--- src/rtl/tx_burst_sequencer_pkg.sv ---
// Shared types and address helpers for the transmit burst sequencer.
// Button addresses are 1-based, so the real RAM base is one below them, wrapping at the buffer depth.
package tx_seq_pkg;

  typedef enum logic [1:0] {
    IDLE = 2'd0,
    RD   = 2'd1,
    CAP  = 2'd2,
    SEND = 2'd3
  } state_t;

  typedef enum logic {
    SEL_UP = 1'b0,
    SEL_DN = 1'b1
  } grant_sel_t;

  localparam int MEM_RD_LATENCY = 1;

  // Single-step wrap: value is expected to lie below 2*depth.
  function automatic int unsigned addr_wrap(input int unsigned value, input int unsigned depth);
    return (value >= depth) ? value - depth : value;
  endfunction

  function automatic int unsigned base_from_btn(input logic [20:0] addr21, input int unsigned depth);
    int unsigned m;
    m = 32'(addr21) % depth;
    return (m == 0) ? depth - 1 : m - 1;
  endfunction

endpackage

--- src/rtl/tx_burst_sequencer_if.sv ---
// Bundle of requester, buffer-RAM and transmitter signals around the burst sequencer.
// The master side is the sequencer; the slave side is its environment.
interface tx_burst_sequencer_if #(
  parameter int DATAWIDTH = 8,
  parameter int MEMAW     = 4
);

  logic                 req_up;
  logic [20:0]          addr_up;
  logic                 req_dn;
  logic [20:0]          addr_dn;
  logic                 mem_en;
  logic [MEMAW-1:0]     mem_addr;
  logic [DATAWIDTH-1:0] mem_rdata;
  logic [DATAWIDTH-1:0] tx_data;
  logic                 tx_valid;
  logic                 tx_ready;
  logic                 busy;
  logic                 done;
  logic                 dropped;

  modport master (
    input  req_up, addr_up, req_dn, addr_dn, mem_rdata, tx_ready,
    output mem_en, mem_addr, tx_data, tx_valid, busy, done, dropped
  );

  modport slave (
    output req_up, addr_up, req_dn, addr_dn, mem_rdata, tx_ready,
    input  mem_en, mem_addr, tx_data, tx_valid, busy, done, dropped
  );

endinterface

--- src/rtl/tx_burst_sequencer_arb.sv ---
// Fixed-priority two-way request arbiter: up beats down, and nothing is granted unless idle.
// Any request that does not win a grant is reported as a drop.
module req_arbiter2
  import tx_seq_pkg::*;
(
  input  logic       idle,
  input  logic       req_up,
  input  logic       req_dn,
  output grant_sel_t grant_sel,
  output logic       grant_valid,
  output logic       drop
);

  logic any_req;

  always_comb begin
    any_req     = req_up || req_dn;
    grant_sel   = req_up ? SEL_UP : SEL_DN;
    grant_valid = idle && any_req;
    drop        = any_req && (!idle || (req_up && req_dn));
  end

endmodule

--- src/rtl/tx_burst_sequencer.sv ---
// Reads BURST consecutive words from the message buffer per accepted button request and
// hands each one to the UART transmitter over valid/ready; every output is registered.
module tx_burst_sequencer
  import tx_seq_pkg::*;
#(
  parameter int DATAWIDTH = 8,
  parameter int DATADEPTH = 16,
  parameter int BURST     = 4,
  parameter int MEMAW     = 4
) (
  input  logic                 clk,
  input  logic                 rst,
  tx_burst_sequencer_if.master bus
);

  localparam int               CNT_W = (BURST > 1) ? $clog2(BURST) : 1;
  localparam logic [CNT_W-1:0] LAST  = CNT_W'(BURST - 1);

  state_t               state_q, state_d;
  logic [CNT_W-1:0]     count_q, count_d;
  logic                 mem_en_q, mem_en_d;
  logic [MEMAW-1:0]     mem_addr_q, mem_addr_d;
  logic [DATAWIDTH-1:0] tx_data_q, tx_data_d;
  logic                 tx_valid_q, tx_valid_d;
  logic                 busy_q, busy_d;
  logic                 done_q, done_d;
  logic                 dropped_q, dropped_d;

  grant_sel_t           grant_sel;
  logic                 grant_valid;
  logic                 grant_drop;
  logic                 arb_idle;
  logic [MEMAW-1:0]     base_up, base_dn, addr_inc;

  // The done cycle still counts as busy for arbitration, so a request there is dropped.
  assign arb_idle = (state_q == IDLE) && !done_q;

  req_arbiter2 u_arb (
    .idle        (arb_idle),
    .req_up      (bus.req_up),
    .req_dn      (bus.req_dn),
    .grant_sel   (grant_sel),
    .grant_valid (grant_valid),
    .drop        (grant_drop)
  );

  assign base_up  = MEMAW'(base_from_btn(bus.addr_up, DATADEPTH));
  assign base_dn  = MEMAW'(base_from_btn(bus.addr_dn, DATADEPTH));
  assign addr_inc = MEMAW'(addr_wrap(32'(mem_addr_q) + 32'd1, DATADEPTH));

  always_comb begin
    state_d    = state_q;
    count_d    = count_q;
    mem_en_d   = 1'b0;
    mem_addr_d = mem_addr_q;
    tx_data_d  = tx_data_q;
    tx_valid_d = tx_valid_q;
    busy_d     = busy_q;
    done_d     = 1'b0;
    dropped_d  = grant_drop;

    case (state_q)
      IDLE: begin
        if (grant_valid) begin
          state_d    = RD;
          mem_addr_d = (grant_sel == SEL_UP) ? base_up : base_dn;
          mem_en_d   = 1'b1;
          busy_d     = 1'b1;
          count_d    = '0;
        end
      end
      RD: begin
        state_d = CAP;
      end
      CAP: begin
        tx_data_d  = bus.mem_rdata;
        tx_valid_d = 1'b1;
        state_d    = SEND;
      end
      SEND: begin
        if (tx_valid_q && bus.tx_ready) begin
          tx_valid_d = 1'b0;
          if (count_q == LAST) begin
            state_d = IDLE;
            busy_d  = 1'b0;
            done_d  = 1'b1;
          end else begin
            count_d    = count_q + 1'b1;
            mem_addr_d = addr_inc;
            mem_en_d   = 1'b1;
            state_d    = RD;
          end
        end
      end
      default: begin
        state_d = IDLE;
      end
    endcase
  end

  always_ff @(posedge clk or posedge rst) begin
    if (rst) begin
      state_q    <= IDLE;
      count_q    <= '0;
      mem_en_q   <= 1'b0;
      mem_addr_q <= '0;
      tx_data_q  <= '0;
      tx_valid_q <= 1'b0;
      busy_q     <= 1'b0;
      done_q     <= 1'b0;
      dropped_q  <= 1'b0;
    end else begin
      state_q    <= state_d;
      count_q    <= count_d;
      mem_en_q   <= mem_en_d;
      mem_addr_q <= mem_addr_d;
      tx_data_q  <= tx_data_d;
      tx_valid_q <= tx_valid_d;
      busy_q     <= busy_d;
      done_q     <= done_d;
      dropped_q  <= dropped_d;
    end
  end

  assign bus.mem_en   = mem_en_q;
  assign bus.mem_addr = mem_addr_q;
  assign bus.tx_data  = tx_data_q;
  assign bus.tx_valid = tx_valid_q;
  assign bus.busy     = busy_q;
  assign bus.done     = done_q;
  assign bus.dropped  = dropped_q;

endmodule

--- src/flat_wrapper.sv ---
// flat-port wrapper written by rule: the top's interface ports become plain ports
module tx_burst_sequencer_flat import tx_seq_pkg::*;
#(
  parameter int DATAWIDTH = 8,
  parameter int DATADEPTH = 16,
  parameter int BURST     = 4,
  parameter int MEMAW     = 4
)
  (clk, rst, bus_req_up, bus_addr_up, bus_req_dn, bus_addr_dn, bus_mem_rdata, bus_tx_ready, bus_mem_en, bus_mem_addr, bus_tx_data, bus_tx_valid, bus_busy, bus_done, bus_dropped);
  tx_burst_sequencer_if #(.DATAWIDTH(DATAWIDTH), .MEMAW(MEMAW)) bus_i ();
  input  logic clk;
  input  logic rst;
  input wire logic [$bits(bus_i.req_up)-1:0] bus_req_up;
  input wire logic [$bits(bus_i.addr_up)-1:0] bus_addr_up;
  input wire logic [$bits(bus_i.req_dn)-1:0] bus_req_dn;
  input wire logic [$bits(bus_i.addr_dn)-1:0] bus_addr_dn;
  input wire logic [$bits(bus_i.mem_rdata)-1:0] bus_mem_rdata;
  input wire logic [$bits(bus_i.tx_ready)-1:0] bus_tx_ready;
  output wire logic [$bits(bus_i.mem_en)-1:0] bus_mem_en;
  output wire logic [$bits(bus_i.mem_addr)-1:0] bus_mem_addr;
  output wire logic [$bits(bus_i.tx_data)-1:0] bus_tx_data;
  output wire logic [$bits(bus_i.tx_valid)-1:0] bus_tx_valid;
  output wire logic [$bits(bus_i.busy)-1:0] bus_busy;
  output wire logic [$bits(bus_i.done)-1:0] bus_done;
  output wire logic [$bits(bus_i.dropped)-1:0] bus_dropped;
  assign bus_i.req_up = bus_req_up;
  assign bus_i.addr_up = bus_addr_up;
  assign bus_i.req_dn = bus_req_dn;
  assign bus_i.addr_dn = bus_addr_dn;
  assign bus_i.mem_rdata = bus_mem_rdata;
  assign bus_i.tx_ready = bus_tx_ready;
  assign bus_mem_en = bus_i.mem_en;
  assign bus_mem_addr = bus_i.mem_addr;
  assign bus_tx_data = bus_i.tx_data;
  assign bus_tx_valid = bus_i.tx_valid;
  assign bus_busy = bus_i.busy;
  assign bus_done = bus_i.done;
  assign bus_dropped = bus_i.dropped;
  tx_burst_sequencer #(.DATAWIDTH(DATAWIDTH), .DATADEPTH(DATADEPTH), .BURST(BURST), .MEMAW(MEMAW)) u_core (.clk(clk), .rst(rst), .bus(bus_i));
endmodule
--- config.mk ---
export PLATFORM = sky130hd
export DESIGN_NAME = tx_burst_sequencer_flat
export DESIGN_NICKNAME = d
export VERILOG_FILES = /design/src/rtl/tx_burst_sequencer_pkg.sv /design/src/rtl/tx_burst_sequencer_if.sv /design/src/rtl/tx_burst_sequencer_arb.sv /design/src/rtl/tx_burst_sequencer.sv /design/src/flat_wrapper.sv
export SDC_FILE = /design/constraint.sdc
export NUM_CORES = 1
export LEC_CHECK = 0
export ABC_AREA = 1
export BUFFER_PORTS_ARGS = -buffer_cell sky130_fd_sc_hd__clkbuf_2
export CAP_MARGIN = 0
export CORE_MARGIN = 3
export CORE_UTILIZATION = 46
export DETAILED_ROUTE_END_ITERATION = 10
export PLACE_DENSITY = 0.94
export SLEW_MARGIN = 10
export SYNTH_ARGS = -nofsm -noshare
export SYNTH_HDL_FRONTEND = slang
export SYNTH_SLANG_ARGS = --single-unit
export TNS_END_PERCENT = 100
--- constraint.sdc ---
create_clock -name clk -period 3.95 [get_ports clk]
set_input_delay 0.395 -clock clk [delete_from_list [all_inputs] [get_ports clk]]
set_output_delay 0.395 -clock clk [all_outputs]
set_load 0.05 [all_outputs]
==> results summary <==
The later pin in the worst-skew pair is clocked with a latency of 300 ps. The critical path goes through ha_1 > inv_1 > nor2_1 > nand3_1 > a21oi_1. In this run the horizontal extent of the chip is 57.2 µm. The number of cell instances on the worst register-to-register path is 5. The fraction of power consumed by sequential logic is 28.4%.

The routed design has 2270 µm of wire. In this run the deepest clock path goes through 2 buffers. The final net count came out at 235.

Detailed placement finished with a half-perimeter wire length of 1870 µm. Dividing the synthesized area by the synthesized cell count gives 8.98 µm². Of all nets on the critical path, the largest fanout is 8. Data on the critical path arrives at its endpoint at 1830 ps. The measured slew at the worst slew-check pin is 771 ps.

The number of nets with antenna violations after detailed routing came out at 0. After synthesis, flip-flops and latches occupy 43.7% of the total area. The library cells used most frequently in the layout, excluding fill and tap cells, are 37 x clkbuf_2, 28 x nand2_1, 21 x dfrtp_1. The first routing iteration left 17 violations. In this run switching power makes up 53.5% of total power. The power spent charging and discharging nets came out at 710 µW. The routed design uses 1160 µm of met2 wire. The headroom to the max-slew limit came out at 48.6%.

The path category of the worst min-delay check is in2async. On the critical path, the stage with the largest delay is an instance of dfrtp_1. The buffers inserted during post-CTS setup optimization is 0. The flow ran to the end, and the final reports show no timing, DRC or antenna violations.

The met3 layer wire length in the routed design is 178 µm. The startpoint kind of the worst setup timing path is a flop. The total leakage power came out at 0.000762 µW.

The total of buffers placed on input and output ports is 37. The required time at the worst-slack endpoint is 4180 ps. The type of the worst setup path is reg2reg. The worst-case setup slack after placement came out at 2390 ps. The global-route wire length before repair came out at 4130 µm. The internal power of the cells totals 616 µW. The number of antenna violations at the first check in global routing was 0. The number of buffers added to fix hold violations after cts came out at 0.

The library cell used most frequently in the layout, excluding fill and tap cells, is clkbuf_2. The number of warnings printed during yosys synthesis is 0. The first element of the critical path is u_core.state_q[1]. The via count of the first global-routing pass was 1002. The ratio of final minimum period to clock period came out at 40.5%. The area taken by flip-flops and latches is 526 µm². The TritonCTS clock tree is yes. Across all setup checks in the final design, the least slack found is 2350 ps.

The register-to-register setup slack came out at 2350 ps. The distinct cell type count after synthesis is 24. After detailed routing, the wire length on met1 is 899 µm. The share of layout cells above drive strength 1 came out at 34.3%. Setup repair after global routing left no endpoint under its margin. In the global route stage, overall resource usage came out at 15.8%. The final hold violation count came out at 0. The worst setup path is captured at a flop. The H-tree depth came out at 1.

The post-cts gate resize count is 0. When the netlist entered floorplanning its net count stood at 196. The vias after detailed routing is 1011. The placeable core area is 0.00234 mm².

Combinational cells account for 63.8% of the total power. The total power divided by cell area came out at 930 mW/mm². The area enclosed by the die boundary is 0.00327 mm². Timing would allow up to 625 MHz. The tree is rooted in a clkbuf_4. In the final layout, the multi-input gates occupy 591 µm². Entering global routing, the biggest net connects 22 pins.

The number of antenna cells inserted came out at 0. The highest layer used for signal routing is met4. The mean number of vias per cell is 5.06. The vertical die dimension came out at 57.2 µm. The launch point of the worst reg-to-reg path is u_core.state_q[1]. The flip-flop and latch count after synthesis is 21. The detailed-router iteration count before antenna repair is 4.

The detailed-route wire length per cell came out at 11.3 µm. At the end of routability-driven placement, the weighted congestion stood at 0.823. For this design, the sink count on the clock tree is 21. The most critical setup path has its endpoint at u_core.bus.mem_en. The critical register-to-register path endpoint is u_core.bus.mem_en. The synthesized netlist cell count is 134.

The worst voltage drop across the vdd grid came out at 576 µV. The cell area after technology mapping is 0.00120 mm². The aggregate global routing overflow is 0.

The number of max-cap violations is 0. The final core utilization came out at 61.0%. The fraction of power consumed by the clock network is 7.7%. The number of max-slew violations in the final report is 0. The area growth from synthesis to layout is 18.5%. The count of final setup violators is 0.

For this run, the slowest stage of the critical path takes 410 ps. The final critical delay including setup and external delays came out at 1600 ps. The initial cell density of the core is 51.4%. The sum of negative setup slack is 0 ps. The worst setup skew after layout came out at 1.17 ps. The floorplan row count came out at 17. Buffers inserted during clock tree synthesis total 3. The detailed-route DRC error count came out at 0. The total of fill cells in the finished design is 228. The I/O pin count is 72. The CTS clock-pin slew for the worst setup and hold paths is 110 ps.
==> critical path, delay by kind of cell (launching register included) <==
kind                     cells  cell delay (ps)
flip-flops                   1              410
AND/OR/NAND/NOR              2              400
adder cells (fa/ha/maj)      1              360
buffers and inverters        1              210
AO/OA/AOI/OAI                1              150
==> per-layer routing <==
layer  vias up  GRT usage, %
met1       458          18.3
met3         3          3.17
met4         0          4.97
li1        514             -
met2        36          28.9
met5         -             0
==> synthesized netlist by cell type, drive strengths merged <==
cell type / count / area (µm²)
nor2: 13 / 63.8
ha: 7 / 87.6
inv: 17 / 63.8
a21oi: 9 / 52.6
o21ai: 13 / 80.1
xnor2: 1 / 8.76
mux2: 8 / 90.1
nand4: 1 / 6.26
nand2: 31 / 129
nand3: 7 / 47.6
o31ai: 1 / 12.5
nor3: 1 / 5.00
o211ai: 1 / 7.51
dfrtp: 21 / 526
buf: 3 / 23.8
==> per-stage QoR <==
stage / instance area [µm²] / cells / hold slack (ps) / total power (µW)
2_1_floorplan: 1200 / 134 / 372 / 1070
3_3_place_gp: 1400 / 196 / 472 / 1210
3_5_place_dp: 1400 / 196 / 487 / 1240
4_1_cts: 1430 / 200 / 217 / 1350
5_1_grt: 1430 / 200 / 266 / 1440
6_report: 1430 / 200 / 200 / 1330
==> flip-flops by register name, summed over array words and instances, names as in the netlist <==
signal               cells
u_core.bus.busy          1
u_core.bus.tx_valid      1
u_core.bus.done          1
u_core.bus.mem_addr      4
u_core.bus.mem_en        1
u_core.count_q           2
u_core.bus.tx_data       8
u_core.state_q           2
u_core.bus.dropped       1
==> cells by family after synthesis <==
family | synth area share [%]
fa+ha+maj | 7.28
simple gates | 20.9
compound gates | 12.7
flops | 43.7
mux | 7.48
xor+xnor | 0.728
buf+inv | 7.28
==> how the worst min path moves through the flow <==
stage,startpoint,to,slack [ps],cells after the start
after floorplan,rst,u_core.bus.busy,370,1
after global placement,u_core.count_q[1],u_core.count_q[1],470,2
after detailed placement,u_core.count_q[0],u_core.count_q[0],490,1
after CTS,rst,u_core.bus.tx_data[3],220,2
after global routing,rst,u_core.bus.tx_data[1],270,2
final,rst,u_core.bus.tx_data[0],200,2
==> area by class of cell <==
cell class	instances	area share [%]
Multi-Input combinational cell	93	41.4
Sequential cell	21	36.8
Timing Repair Buffer	37	13.0
Inverter	17	4.47
Tap cell	28	2.46
Clock buffer	4	1.84
==> power by group through the flow <==
stage / combinational, µW / sequential (µW) / clock [µW]
6_report: 846 / 377 / 103
5_1_grt: 933 / 394 / 115
4_1_cts: 859 / 379 / 107
3_5_place_dp: 856 / 384 / 0
3_3_place_gp: 831 / 378 / 0
2_1_floorplan: 417 / 649 / 0
Power figures use the tool's default switching activity.
